<file path="src/rtl/dma_hold_master_if.sv">
// ============================================================================
// Module      : dma_hold_master_if
// Description : Bus-grant handshake and data-memory port shared between the
//               DMA copy engine (master) and the CPU/memory side (slave).
// Revision    : 1.0 - initial release
// ============================================================================
`default_nettype none

interface dma_hold_master_if #(
  parameter int wide = 32
);
  logic            hold;
  logic            holdACK;
  logic [31:0]     dm_a;
  logic [wide-1:0] dm_d;
  logic            dm_we;
  logic [wide-1:0] dm_q;

  modport master (
    output hold, dm_a, dm_d, dm_we,
    input  holdACK, dm_q
  );

  modport slave (
    input  hold, dm_a, dm_d, dm_we,
    output holdACK, dm_q
  );
endinterface

`default_nettype wire

</file>
<file path="src/rtl/dma_hold_master.sv">
// ============================================================================
// Module      : dma_hold_master
// Description : Memory-to-memory word copy engine. Requests the bus with
//               hold/holdACK, then copies LEN words from SRC to DST at one
//               word per two cycles, releases the bus and flags done/irq.
// Revision    : 1.0 - initial release
// ============================================================================
`default_nettype none

module dma_hold_master #(
  parameter int         wide   = 32,
  parameter logic [4:0] A_SRC  = 5'b11000,
  parameter logic [4:0] A_DST  = 5'b11001,
  parameter logic [4:0] A_LEN  = 5'b11010,
  parameter logic [4:0] A_CTRL = 5'b11011
) (
  input  logic                 clk,
  input  logic                 rst_n,
  input  logic                 cfg_we,
  input  logic [4:0]           cfg_addr,
  input  logic [wide-1:0]      cfg_wd,
  output logic [wide-1:0]      cfg_rd,
  dma_hold_master_if.master    bus,
  output logic                 busy,
  output logic                 irq
);

  typedef enum logic [2:0] {
    S_IDLE  = 3'd0,
    S_REQ   = 3'd1,
    S_READ  = 3'd2,
    S_WRITE = 3'd3,
    S_REL   = 3'd4
  } state_t;

  state_t          r_state;
  state_t          w_state_nxt;
  logic [31:0]     r_src;
  logic [31:0]     r_dst;
  logic [15:0]     r_len;
  logic [wide-1:0] r_buf;
  logic [31:0]     r_dm_a;
  logic            r_done;
  logic            r_irq_en;
  logic            r_irq;

  logic            w_hold;
  logic            w_dm_we;
  logic [31:0]     w_dm_a;
  logic            w_ctrl_we;
  logic            w_start;
  logic            w_done_nxt;
  logic            w_irq_en_nxt;

  assign busy      = (r_state != S_IDLE);
  assign w_ctrl_we = cfg_we && (cfg_addr == A_CTRL);
  // Start is only accepted from IDLE; a start written mid-copy is dropped.
  assign w_start   = w_ctrl_we && cfg_wd[0] && (r_state == S_IDLE);

  // FSM state register.
  always_ff @(posedge clk or negedge rst_n) begin
    if (!rst_n) r_state <= S_IDLE;
    else        r_state <= w_state_nxt;
  end

  // Next state, bus outputs, and done/irq_en update (set wins over clear).
  always_comb begin
    w_state_nxt  = r_state;
    w_hold       = 1'b0;
    w_dm_we      = 1'b0;
    w_dm_a       = r_dm_a;
    w_done_nxt   = r_done;
    w_irq_en_nxt = w_ctrl_we ? cfg_wd[2] : r_irq_en;

    if (w_ctrl_we && cfg_wd[1]) w_done_nxt = 1'b0;

    case (r_state)
      S_IDLE: begin
        if (w_start) begin
          if (r_len != 16'd0) begin
            w_state_nxt = S_REQ;
            w_done_nxt  = 1'b0;
          end else begin
            // Zero-length copy completes without ever requesting the bus.
            w_done_nxt  = 1'b1;
          end
        end
      end
      S_REQ: begin
        w_hold = 1'b1;
        if (bus.holdACK) w_state_nxt = S_READ;
      end
      S_READ: begin
        w_hold      = 1'b1;
        w_dm_a      = r_src;
        w_state_nxt = bus.holdACK ? S_WRITE : S_REQ;
      end
      S_WRITE: begin
        w_hold  = 1'b1;
        w_dm_a  = r_dst;
        // A grant dropped during the write cycle kills the strobe at once.
        w_dm_we = bus.holdACK;
        if (!bus.holdACK)          w_state_nxt = S_REQ;
        else if (r_len == 16'd1)   w_state_nxt = S_REL;
        else                       w_state_nxt = S_READ;
      end
      S_REL: begin
        if (!bus.holdACK) begin
          w_state_nxt = S_IDLE;
          w_done_nxt  = 1'b1;
        end
      end
      default: w_state_nxt = S_IDLE;
    endcase
  end

  // Programmable registers, copy buffer, address/length progress and flags.
  always_ff @(posedge clk or negedge rst_n) begin
    if (!rst_n) begin
      r_src    <= 32'd0;
      r_dst    <= 32'd0;
      r_len    <= 16'd0;
      r_buf    <= '0;
      r_dm_a   <= 32'd0;
      r_done   <= 1'b0;
      r_irq_en <= 1'b0;
      r_irq    <= 1'b0;
    end else begin
      r_dm_a   <= w_dm_a;
      r_done   <= w_done_nxt;
      r_irq_en <= w_irq_en_nxt;
      r_irq    <= w_done_nxt & w_irq_en_nxt;

      if (cfg_we && !busy) begin
        if (cfg_addr == A_SRC) r_src <= {cfg_wd[31:2], 2'b00};
        if (cfg_addr == A_DST) r_dst <= {cfg_wd[31:2], 2'b00};
        if (cfg_addr == A_LEN) r_len <= cfg_wd[15:0];
      end

      if (r_state == S_READ && bus.holdACK) r_buf <= bus.dm_q;

      if (r_state == S_WRITE && bus.holdACK) begin
        r_src <= r_src + 32'd4;
        r_dst <= r_dst + 32'd4;
        r_len <= r_len - 16'd1;
      end
    end
  end

  // Register read mux; unmapped addresses return zero.
  always_comb begin
    cfg_rd = '0;
    case (cfg_addr)
      A_SRC:   cfg_rd = wide'(r_src);
      A_DST:   cfg_rd = wide'(r_dst);
      A_LEN:   cfg_rd = wide'(r_len);
      A_CTRL:  cfg_rd = wide'({r_irq_en, r_done, busy});
      default: cfg_rd = '0;
    endcase
  end

  assign bus.hold  = w_hold;
  assign bus.dm_we = w_dm_we;
  assign bus.dm_a  = w_dm_a;
  assign bus.dm_d  = r_buf;
  assign irq       = r_irq;

endmodule

`default_nettype wire

</file>
<file path="src/flat_wrapper.sv">
// flat-port wrapper written by rule: the top's interface ports become plain ports
module dma_hold_master_flat 
#(
  parameter int         wide   = 32,
  parameter logic [4:0] A_SRC  = 5'b11000,
  parameter logic [4:0] A_DST  = 5'b11001,
  parameter logic [4:0] A_LEN  = 5'b11010,
  parameter logic [4:0] A_CTRL = 5'b11011
)
  (clk, rst_n, cfg_we, cfg_addr, cfg_wd, cfg_rd, busy, irq, bus_hold, bus_dm_a, bus_dm_d, bus_dm_we, bus_holdACK, bus_dm_q);
  dma_hold_master_if #(.wide(wide)) bus_i ();
  input  logic clk;
  input  logic rst_n;
  input  logic cfg_we;
  input  logic [4:0] cfg_addr;
  input  logic [wide-1:0] cfg_wd;
  output logic [wide-1:0] cfg_rd;
  output logic busy;
  output logic irq;
  output wire logic [$bits(bus_i.hold)-1:0] bus_hold;
  output wire logic [$bits(bus_i.dm_a)-1:0] bus_dm_a;
  output wire logic [$bits(bus_i.dm_d)-1:0] bus_dm_d;
  output wire logic [$bits(bus_i.dm_we)-1:0] bus_dm_we;
  input wire logic [$bits(bus_i.holdACK)-1:0] bus_holdACK;
  input wire logic [$bits(bus_i.dm_q)-1:0] bus_dm_q;
  assign bus_hold = bus_i.hold;
  assign bus_dm_a = bus_i.dm_a;
  assign bus_dm_d = bus_i.dm_d;
  assign bus_dm_we = bus_i.dm_we;
  assign bus_i.holdACK = bus_holdACK;
  assign bus_i.dm_q = bus_dm_q;
  dma_hold_master #(.wide(wide), .A_SRC(A_SRC), .A_DST(A_DST), .A_LEN(A_LEN), .A_CTRL(A_CTRL)) u_core (.clk(clk), .rst_n(rst_n), .cfg_we(cfg_we), .cfg_addr(cfg_addr), .cfg_wd(cfg_wd), .cfg_rd(cfg_rd), .bus(bus_i), .busy(busy), .irq(irq));
endmodule
</file>
<file path="config.mk">
export PLATFORM = sky130hd
export DESIGN_NAME = dma_hold_master_flat
export DESIGN_NICKNAME = d
export VERILOG_FILES = /design/src/rtl/dma_hold_master_if.sv /design/src/rtl/dma_hold_master.sv /design/src/flat_wrapper.sv
export SDC_FILE = /design/constraint.sdc
export NUM_CORES = 1
export LEC_CHECK = 0
export BUFFER_PORTS_ARGS = -buffer_cell sky130_fd_sc_hd__buf_2
export CORE_ASPECT_RATIO = 2
export CORE_MARGIN = 1
export CORE_UTILIZATION = 50
export DETAILED_ROUTE_END_ITERATION = 12
export PLACE_DENSITY = 0.77
export SYNTH_ARGS = -nofsm -noshare
export SYNTH_HDL_FRONTEND = slang
export SYNTH_SLANG_ARGS = --single-unit
</file>
<file path="constraint.sdc">
create_clock -name clk -period 2.2 [get_ports clk]
set_input_delay 0.33 -clock clk [delete_from_list [all_inputs] [get_ports clk]]
set_output_delay 0.33 -clock clk [all_outputs]
set_load 0.03 [all_outputs]
</file>
# Word-level counts from Yosys, hierarchy flattened
# Index checks and enable logic that the tools add are counted.
# W data, S select, Z words.
[word_totals] mem_bits_ro=0 mem_count=0 word_cells=73 latch_bits=0 register_bits=150 ram_bits=0
[op_classes] n_mux=27 eq_ne=13 bitwise_logic=1 n_mul=0 add_sub_neg=3 magnitude_cmp=0 reduce_logical=20 div=0 shifts=0
[op_table] op="$mux W32" n=6
[op_table] op="$pmux W32 S4" n=1
[op_table] op="$add A32 B3 Y32 const B" n=2
[op_table] op="$pmux W32 S2" n=1
[op_table] op="$mux W16" n=3
[op_table] op="$eq A5 B5 Y1 const B" n=4
[op_table] op="$mux W3" n=6
[op_table] op="$eq A16 B1 Y1 const B" n=1
[op_table] op="$reduce_bool A16 Y1" n=1
[op_table] op="$sub A16 B1 Y16 const B" n=1
[op_table] op="$pmux W3 S5" n=1
[op_table] op="$reduce_bool A2 Y1" n=4
[op_table] op="$logic_and A1 B1 Y1" n=7
[op_table] op="$mux W1" n=7
[op_table] op="$eq A3 B2 Y1 const B" n=2
[op_table] op="$ne A2 B2 Y1 const B" n=3
[op_table] op="$reduce_and A2 Y1" n=3
[op_table] op="$reduce_and A4 Y1" n=1
[op_table] op="$eq A3 B1 Y1 const B" n=1
[op_table] op="$eq A3 B3 Y1 const B" n=1
[op_table] op="$logic_not A3 Y1" n=1
[op_table] op="$reduce_bool A3 Y1" n=1
[op_table] op="$reduce_or A3 Y1" n=1
[op_table] op="$mux W2" n=1
[op_table] op="other kinds (4)" n=4

# Longest topological paths before layout
# Gate-level depths: netlist of the first run.
[logic_depth] depth_word=7 ltp_mapped=8 mapped_depth_nobuf=6

# Worst setup path before layout of the first run
# No wires, ideal clock.
[synth_timing] kind="register -> output" startpoint="register u_core.r_state[0]" endpoint="output bus_dm_a[10]" n_path_buf=2 t_arrival_ns=1.873 path_slack_ns=-0.003 stages_incl_launch_ff=5 cell_sequence="dfrtp_1 -> buf_2 -> buf_1 -> mux2i_1 -> o21ai_0"
[synth_between] elab_chain_cells=2
[synth_rtl] item="start: declaration" line="dma_hold_master.sv:36" source="state_t r_state;"
[synth_rtl] item="start signal: assignment" line="dma_hold_master.sv:63" source="else r_state <= w_state_nxt;"
[synth_rtl] item="$eq A3 B2 Y1" line="dma_hold_master.sv:77" source="case (r_state)"
[synth_rtl] item="$pmux W32 S2 *" line="dma_hold_master.sv:77"
[synth_rtl] item="end: declaration" line="flat_wrapper.sv:21" source="output wire logic [$bits(bus_i.dm_a)-1:0] bus_dm_a;"
# Mark *: on every way between the ends. The rest lies on a longest branch, timed or not.

# Final worst setup path of the first run
# Ends and elaborated chain as after synthesis.

==> metrics.yaml, run 1 <==
status:
  status: "finished clean"
critical_path:
  cp.required_ps: 1870
  r2r_setup_slack_ps: 50
  startpoint: "u_core.r_state[0]"
  endpoint_kind: "primary output"
  cp_slowest_cell: "dfrtp_2"
  r2r-start: "u_core.r_state[0]"
  cp.arrival_ps: 1860
  reg2reg_to: "u_core.r_dst[27]"
  critPathCapture: "bus_dm_a[10]"
  crit_chain: "buf_6 > buf_16 > mux2i_4 > o21ai_1 > buf_4"
  crit_fanout: 9
  path_class: "reg2out"
  worst_setup_path_start_kind: "register"
  max_stage_delay_ps: 420
  rr_worst_depth: 7
floorplan:
  rows: 64
  dieArea_um2: 16200
  die_w_um: 90.6
  fp.coreArea_um2: 15300
  die_h_um: 179
  start_util_pct: 51.3
  ioPinCount: 173
clock_tree:
  clkSlewWorstSetupHoldPaths_ps: 70
  cts-buffers-inserted: 17
  cts_tree: "built"
  clock-sinks: 146
  htreeDepth: 4
  ctsLongestPathBuffers: 2
  cts-root-buf: "clkbuf_16"
  clock_latency_ps: 440
global_route:
  grt_first_pass_wirelength_um: 45800
  grt-ovfl-total: 0
  grt_max_degree: 60
  grt_pass1_vias: 8038
  grtUsageTotal_pct: 38.3
  antenna_found_initial: 0
sta:
  relSlewSlack_pct: 62.0
  fin_crit_ps: 2190
  hold_viol_final: 0
  skew_ps: 16.7
  final_max_slew_viol_count: 0
  setup_viol: 0
  max_freq_mhz: 457
  fin_setup_tns_ps: 0
  post-route-period-util_pct: 99.4
  worstMarginPinSlew_ps: 570
yosys:
  avgSynthCellArea_um2: 9.51
  async_flop_share_pct: 100
  synthCells: 825
  synth_edf_count: 0
  ys_seq_area_share_pct: 46.6
  ys_seq_elements: 146
  yosys_warnings: 0
  synth_fp_nets: 903
  synth_flop_cell: "dfrtp_1"
  synth_cell_types: 62
  syn_area_um2: 7840
layout:
  n_antenna_cell: 0
  final_util_pct: 68.5
  nets: 1135
  layout-drive-gt1-share_pct: 34.9
  area.growth.synth_to_final_pct: 33.5
  fillers: 1251
  layout.cells.non_filler: 1268
power_and_ir_drop:
  irDropWorstVdd_mv: 0.710
  p_per_area_nw_per_um2: 1390
  p_leak_nw: 4.88
drt:
  drt_iter0_drc: 803
  drt-total-wl_um: 30800
  drtPass1Iterations: 6
  route.detailed.drc: 0
  via_count: 8268
  wl_per_cell_um: 24.3
  final_antenna_net_count: 0
  viasPerCell: 6.52
run:
  drv_cap: 0
placement:
  post-dp-hpwl_um: 22300
  io_buffers: 172
  globalplace.congestion: 1.01
  placed_cells_incl_taps: 1228
min_path:
  min_path_type: "in2reg"
-- cell type report --
class,count,area [µm²],area share [%]
inverters,22,82.6,0.789
clock buffers,17,425,4.06
flip-flops and latches,146,3650,34.9
well taps,198,248,2.37
repair buffers,275,1890,18.0
multi-input cells,595,3980,38.0
clock inverters,15,190,1.82
-- power by group --
group / leakage (nW) / internal (mW) / total, mW / switching, mW
combinational: 2.77 / 2.55 / 6.61 / 4.06
clock: 0.305 / 1.73 / 3.04 / 1.31
sequential: 1.80 / 3.80 / 4.92 / 1.12
total: 4.88 / 8.08 / 14.6 / 6.49
-- metrics by stage --
stage | power (mW) | setup slack (ps) | cell area, µm² | hold slack (ps)
floorplan | 8.41 | 40.2 | 7840 | 34.4
global placement | 10.7 | 59.6 | 9550 | 337
detailed placement | 10.8 | 70.1 | 9550 | 344
CTS | 14.2 | 1.77 | 10300 | 116
global route | 15.1 | -12.5 | 10500 | 123
finish | 14.6 | 13.1 | 10500 | 123
-- flip-flops by register name, summed over array words and instances, names as in the netlist --
name             count
u_core.r_src        30
u_core.r_irq_en      1
u_core.r_dst        30
u_core.bus.dm_d     32
u_core.r_state       3
u_core.irq           1
u_core.r_done        1
u_core.r_dm_a       32
u_core.r_len        16
-- cell usage after synthesis, drive strengths merged, types with 10 or more instances --
cell	n	share of area (%)
nor4	14	1.3
buf	13	0.75
a21oi	25	1.6
and3	19	1.5
nand4	16	1.3
nor2	49	2.3
nand3	34	2.2
mux2i	31	4.0
inv	22	1.1
a22o	19	2.1
and4	10	1.1
a211oi	24	2.3
dfrtp	146	47
nor3	22	1.4
o211ai	14	1.3
a222oi	14	1.8
mux2	33	4.7
clkbuf	49	2.4
o21ai	56	3.6
nand2	101	4.9
-- worst max-delay path, delay by kind of cell (launching register included) --
family	cells	cell delay, ps
muxes	1	230
AOI/OAI and AO/OA	1	240
buffers and inverters	3	530
DFF	1	420
-- repair_timing --
action	CTS	global route
gates resized for setup	37	20
hold endpoints to repair	54	0
cloned	1	2
hold buffers	1	0
setup buffers	1	3
setup endpoints to repair	34	39
pin swaps	0	1
-- worst min path at each step --
stage            startpoint                  end  slack, ps  cells after the start
6_report       bus_dm_q[28]  u_core.bus.dm_d[28]        120                      2
5_1_grt         bus_dm_q[0]   u_core.bus.dm_d[0]        120                      2
4_1_cts        bus_dm_q[28]  u_core.bus.dm_d[28]        120                      2
3_5_place_dp          rst_n   u_core.bus.dm_d[3]        340                      1
3_3_place_gp          rst_n   u_core.bus.dm_d[3]        340                      1
2_1_floorplan         rst_n   u_core.bus.dm_d[0]         30                      0
-- metal layers --
layer	track usage, %	routed length, µm	part of all wire, %
met3	8.57	2510	8.1
met4	33.8	3050	9.9
met1	37.3	9540	31
met5	0	0	0
met2	67.6	15700	51
-- layout by cell type (no fill, tap or decap), types with 9 or more instances in the layout --
cell | Yosys | routed
buf_2 | 8 | 155
dfrtp_1 | 146 | 145
nand2_1 | 100 | 100
buf_4 | 0 | 100
nor2_1 | 49 | 49
nand3_1 | 34 | 34
mux2_2 | 33 | 33
o21ai_0 | 56 | 28
o21ai_1 | 0 | 26
mux2i_1 | 31 | 25
a21oi_1 | 25 | 25
a211oi_1 | 24 | 24
inv_1 | 22 | 21
nor3_1 | 22 | 19
a22o_1 | 19 | 19
and3_1 | 19 | 19
clkbuf_16 | 0 | 19
nand4_1 | 16 | 16
a222oi_1 | 14 | 14
o211ai_1 | 14 | 14
nor4_1 | 13 | 11
and4_1 | 10 | 10
and2_1 | 9 | 9
buf_12 | 0 | 9
-- cells by family after synthesis --
logic type | Yosys count | share of synthesized area [%]
xor gates and xnor gates | 8 | 0.893
and+or+nand+nor | 304 | 19.7
DFF | 146 | 46.6
muxes | 64 | 8.70
buffers and inverters | 84 | 4.16
adders and majority gates | 5 | 0.798
AOI/OAI and AO/OA | 214 | 19.2
No activity file was read; power rests on OpenSTA's default activity.
==> inputs of run 2 (changes only) <==
- CTS_CLUSTER_DIAMETER: not set -> 120
- PLACE_DENSITY: 0.77 -> 0.73
==> run 2 against run 1 <==
Global-route usage fell by 0.13 points. Clock power rose by 7.2%. Critical path type unchanged. Maximum frequency rose by 1.1%. Via count fell by 1.9%. Sequential cell count did not move. Utilization rose by 0.11 points. Combinational power fell by 2%. Sequential power barely moved. First-iteration DRC count fell by 21%. Clock-buffer cell count rose by 1. Cell area rose by 0.17%. Die area did not move.
==> metrics.yaml, run 2 (same netlist as run 1, synthesis figures left out) <==
drt:
  route.detailed.drc: 0
  topRoutingLayerUsed: "met4"
  drt_iter0_drc: 632
  dr_wl_met2_um: 15000
  drt-total-wl_um: 30000
  via_count: 8112
  final_antenna_net_count: 0
  met1Wirelength_um: 9560
  drtPass1Iterations: 5
  wl_per_cell_um: 23.7
  wl_met3_um: 2310
  viasPerCell: 6.42
clock_tree:
  cts-buffers-inserted: 17
  ctsLongestPathBuffers: 2
  cts-root-buf: "clkbuf_16"
  clkSlewWorstSetupHoldPaths_ps: 70
  cts_tree: "built"
  htreeDepth: 4
  clock_latency_ps: 430
  clock-sinks: 146
power_and_ir_drop:
  irDropWorstVdd_mv: 0.750
  p_per_area_nw_per_um2: 1400
  p_leak_nw: 4.87
  p_total_mw: 14.7
global_route:
  grt-ovfl-total: 0
  grtUsageTotal_pct: 38.2
  grt_pass1_vias: 7992
  grt_first_pass_wirelength_um: 45500
  grt_max_degree: 61
  antenna_found_initial: 0
sta:
  hold_viol_final: 0
  fin_setup_tns_ps: 0
  fin_crit_ps: 2160
  setup_viol: 0
  relSlewSlack_pct: 58.8
  rsz0062_at_grt: "yes"
  final_max_slew_viol_count: 0
  post-route-period-util_pct: 98.3
  max_freq_mhz: 462
  skew_ps: 9.75
  worstMarginPinSlew_ps: 616
  whs_ps: 128
layout:
  final_common_cell: "dfrtp_1"
  final_cell_area_um2: 10500
  nets: 1131
  layout-drive-gt1-share_pct: 35.8
  n_antenna_cell: 0
  area.growth.synth_to_final_pct: 33.8
  mostFrequentLayoutCells: "145 x dfrtp_1, 143 x buf_2, 113 x buf_4, 100 x nand2_1, 49 x nor2_1"
placement:
  io_buffers: 172
  placed_cell_area_um2: 9550
  post-dp-hpwl_um: 21800
  globalplace.congestion: 1.04
critical_path:
  cp.required_ps: 1870
  cp_slowest_cell: "dfrtp_2"
  worst_setup_path_start_kind: "register"
  endpoint_kind: "primary output"
  cp.arrival_ps: 1830
  crit_chain: "buf_12 > mux2i_1 > o21ai_1 > buf_4"
  max_stage_delay_ps: 450
  crit_fanout: 24
  crit_family: "flip-flops"
  cp_num_buf_inv: 2
  path_class: "reg2out"
floorplan:
  die_h_um: 179
  fp.coreArea_um2: 15300
  dieArea_um2: 16200
  start_util_pct: 51.3
  ioPinCount: 173
  rows: 64
  die_w_um: 90.6
run:
  drv_cap: 0
status:
  status: "finished clean"
min_path:
  min_path_type: "in2reg"
run 2: changes by cell type in the layout (fill, tap and decap cells not counted), moves of 2 or more:
cell       change
o21ai_0        -2
clkinv_4       +2
buf_4         +13
bufinv_16      +3
clkbuf_4       +2
o21ai_1        -9
buf_2         -12
inv_8          -5
buf_6          -3
o21ai_2       +11
nand3_2        +2
buf_16         -2
nand3_1        -2
run 2: metrics by stage:
| step | instances | utilization, % | setup WS [ps] |
|---|---|---|---|
| after global routing | 1264 | 68.6 | -53.1 |
| after CTS | 1263 | 67.3 | -0.593 |
| after global placement | 1229 | 62.4 | -2.97 |
| after floorplan | 825 | - | 40.2 |
| after detailed placement | 1229 | 62.4 | 10.8 |
| final | 1264 | 68.6 | 37.2 |
run 2: area by class of cell:
type	count	area (µm²)
clock inverter	14	225
fill	1285	4800
tap	198	248
multi-input combinational	595	4040
inverter	22	82.6
clock buffer	18	429
timing repair buffer	271	1810
sequential	146	3650
run 2: path summary, 6_finish.rpt:
| check | startpoint | to | slack [ps] | cells past startpoint |
|---|---|---|---|---|
| worst max-delay path | u_core.r_state[0] | bus_dm_a[10] | 40 | 4 |
| worst min-delay path | bus_dm_q[25] | u_core.bus.dm_d[25] | 130 | 2 |
| worst max register to register | u_core.r_dst[8] | u_core.r_dst[23] | 120 | 6 |
| worst min register to register | u_core.r_dm_a[31] | u_core.r_dm_a[31] | 470 | 2 |
| max in group asynchronous | rst_n | u_core.bus.dm_d[22] | 1120 | 3 |
| min in group asynchronous | rst_n | u_core.r_len[15] | 400 | 2 |
run 2: repair_timing:
| action | 4_1_cts | 5_1_grt |
|---|---|---|
| cloned | 0 | 1 |
| endpoints found under the setup margin | 26 | 52 |
| pin swaps | 0 | 2 |
| gates resized for setup | 34 | 51 |
| hold endpoints to repair | 46 | 0 |
| buffers inserted | 1 | 0 |
| hold buffers | 1 | 0 |
run 2: metal layers:
metal / global-route usage, % / up-vias
met1: 38.3 / 3884
met5: 0 / -
met3: 6.96 / 167
met4: 34.6 / 0
li1: - / 3573
met2: 66.8 / 488
run 2: power breakdown:
part	internal (mW)	total (mW)	switching (mW)
registers	3.80	4.93	1.13
logic	2.52	6.47	3.95
clock network	2.03	3.26	1.22
total	8.35	14.7	6.30
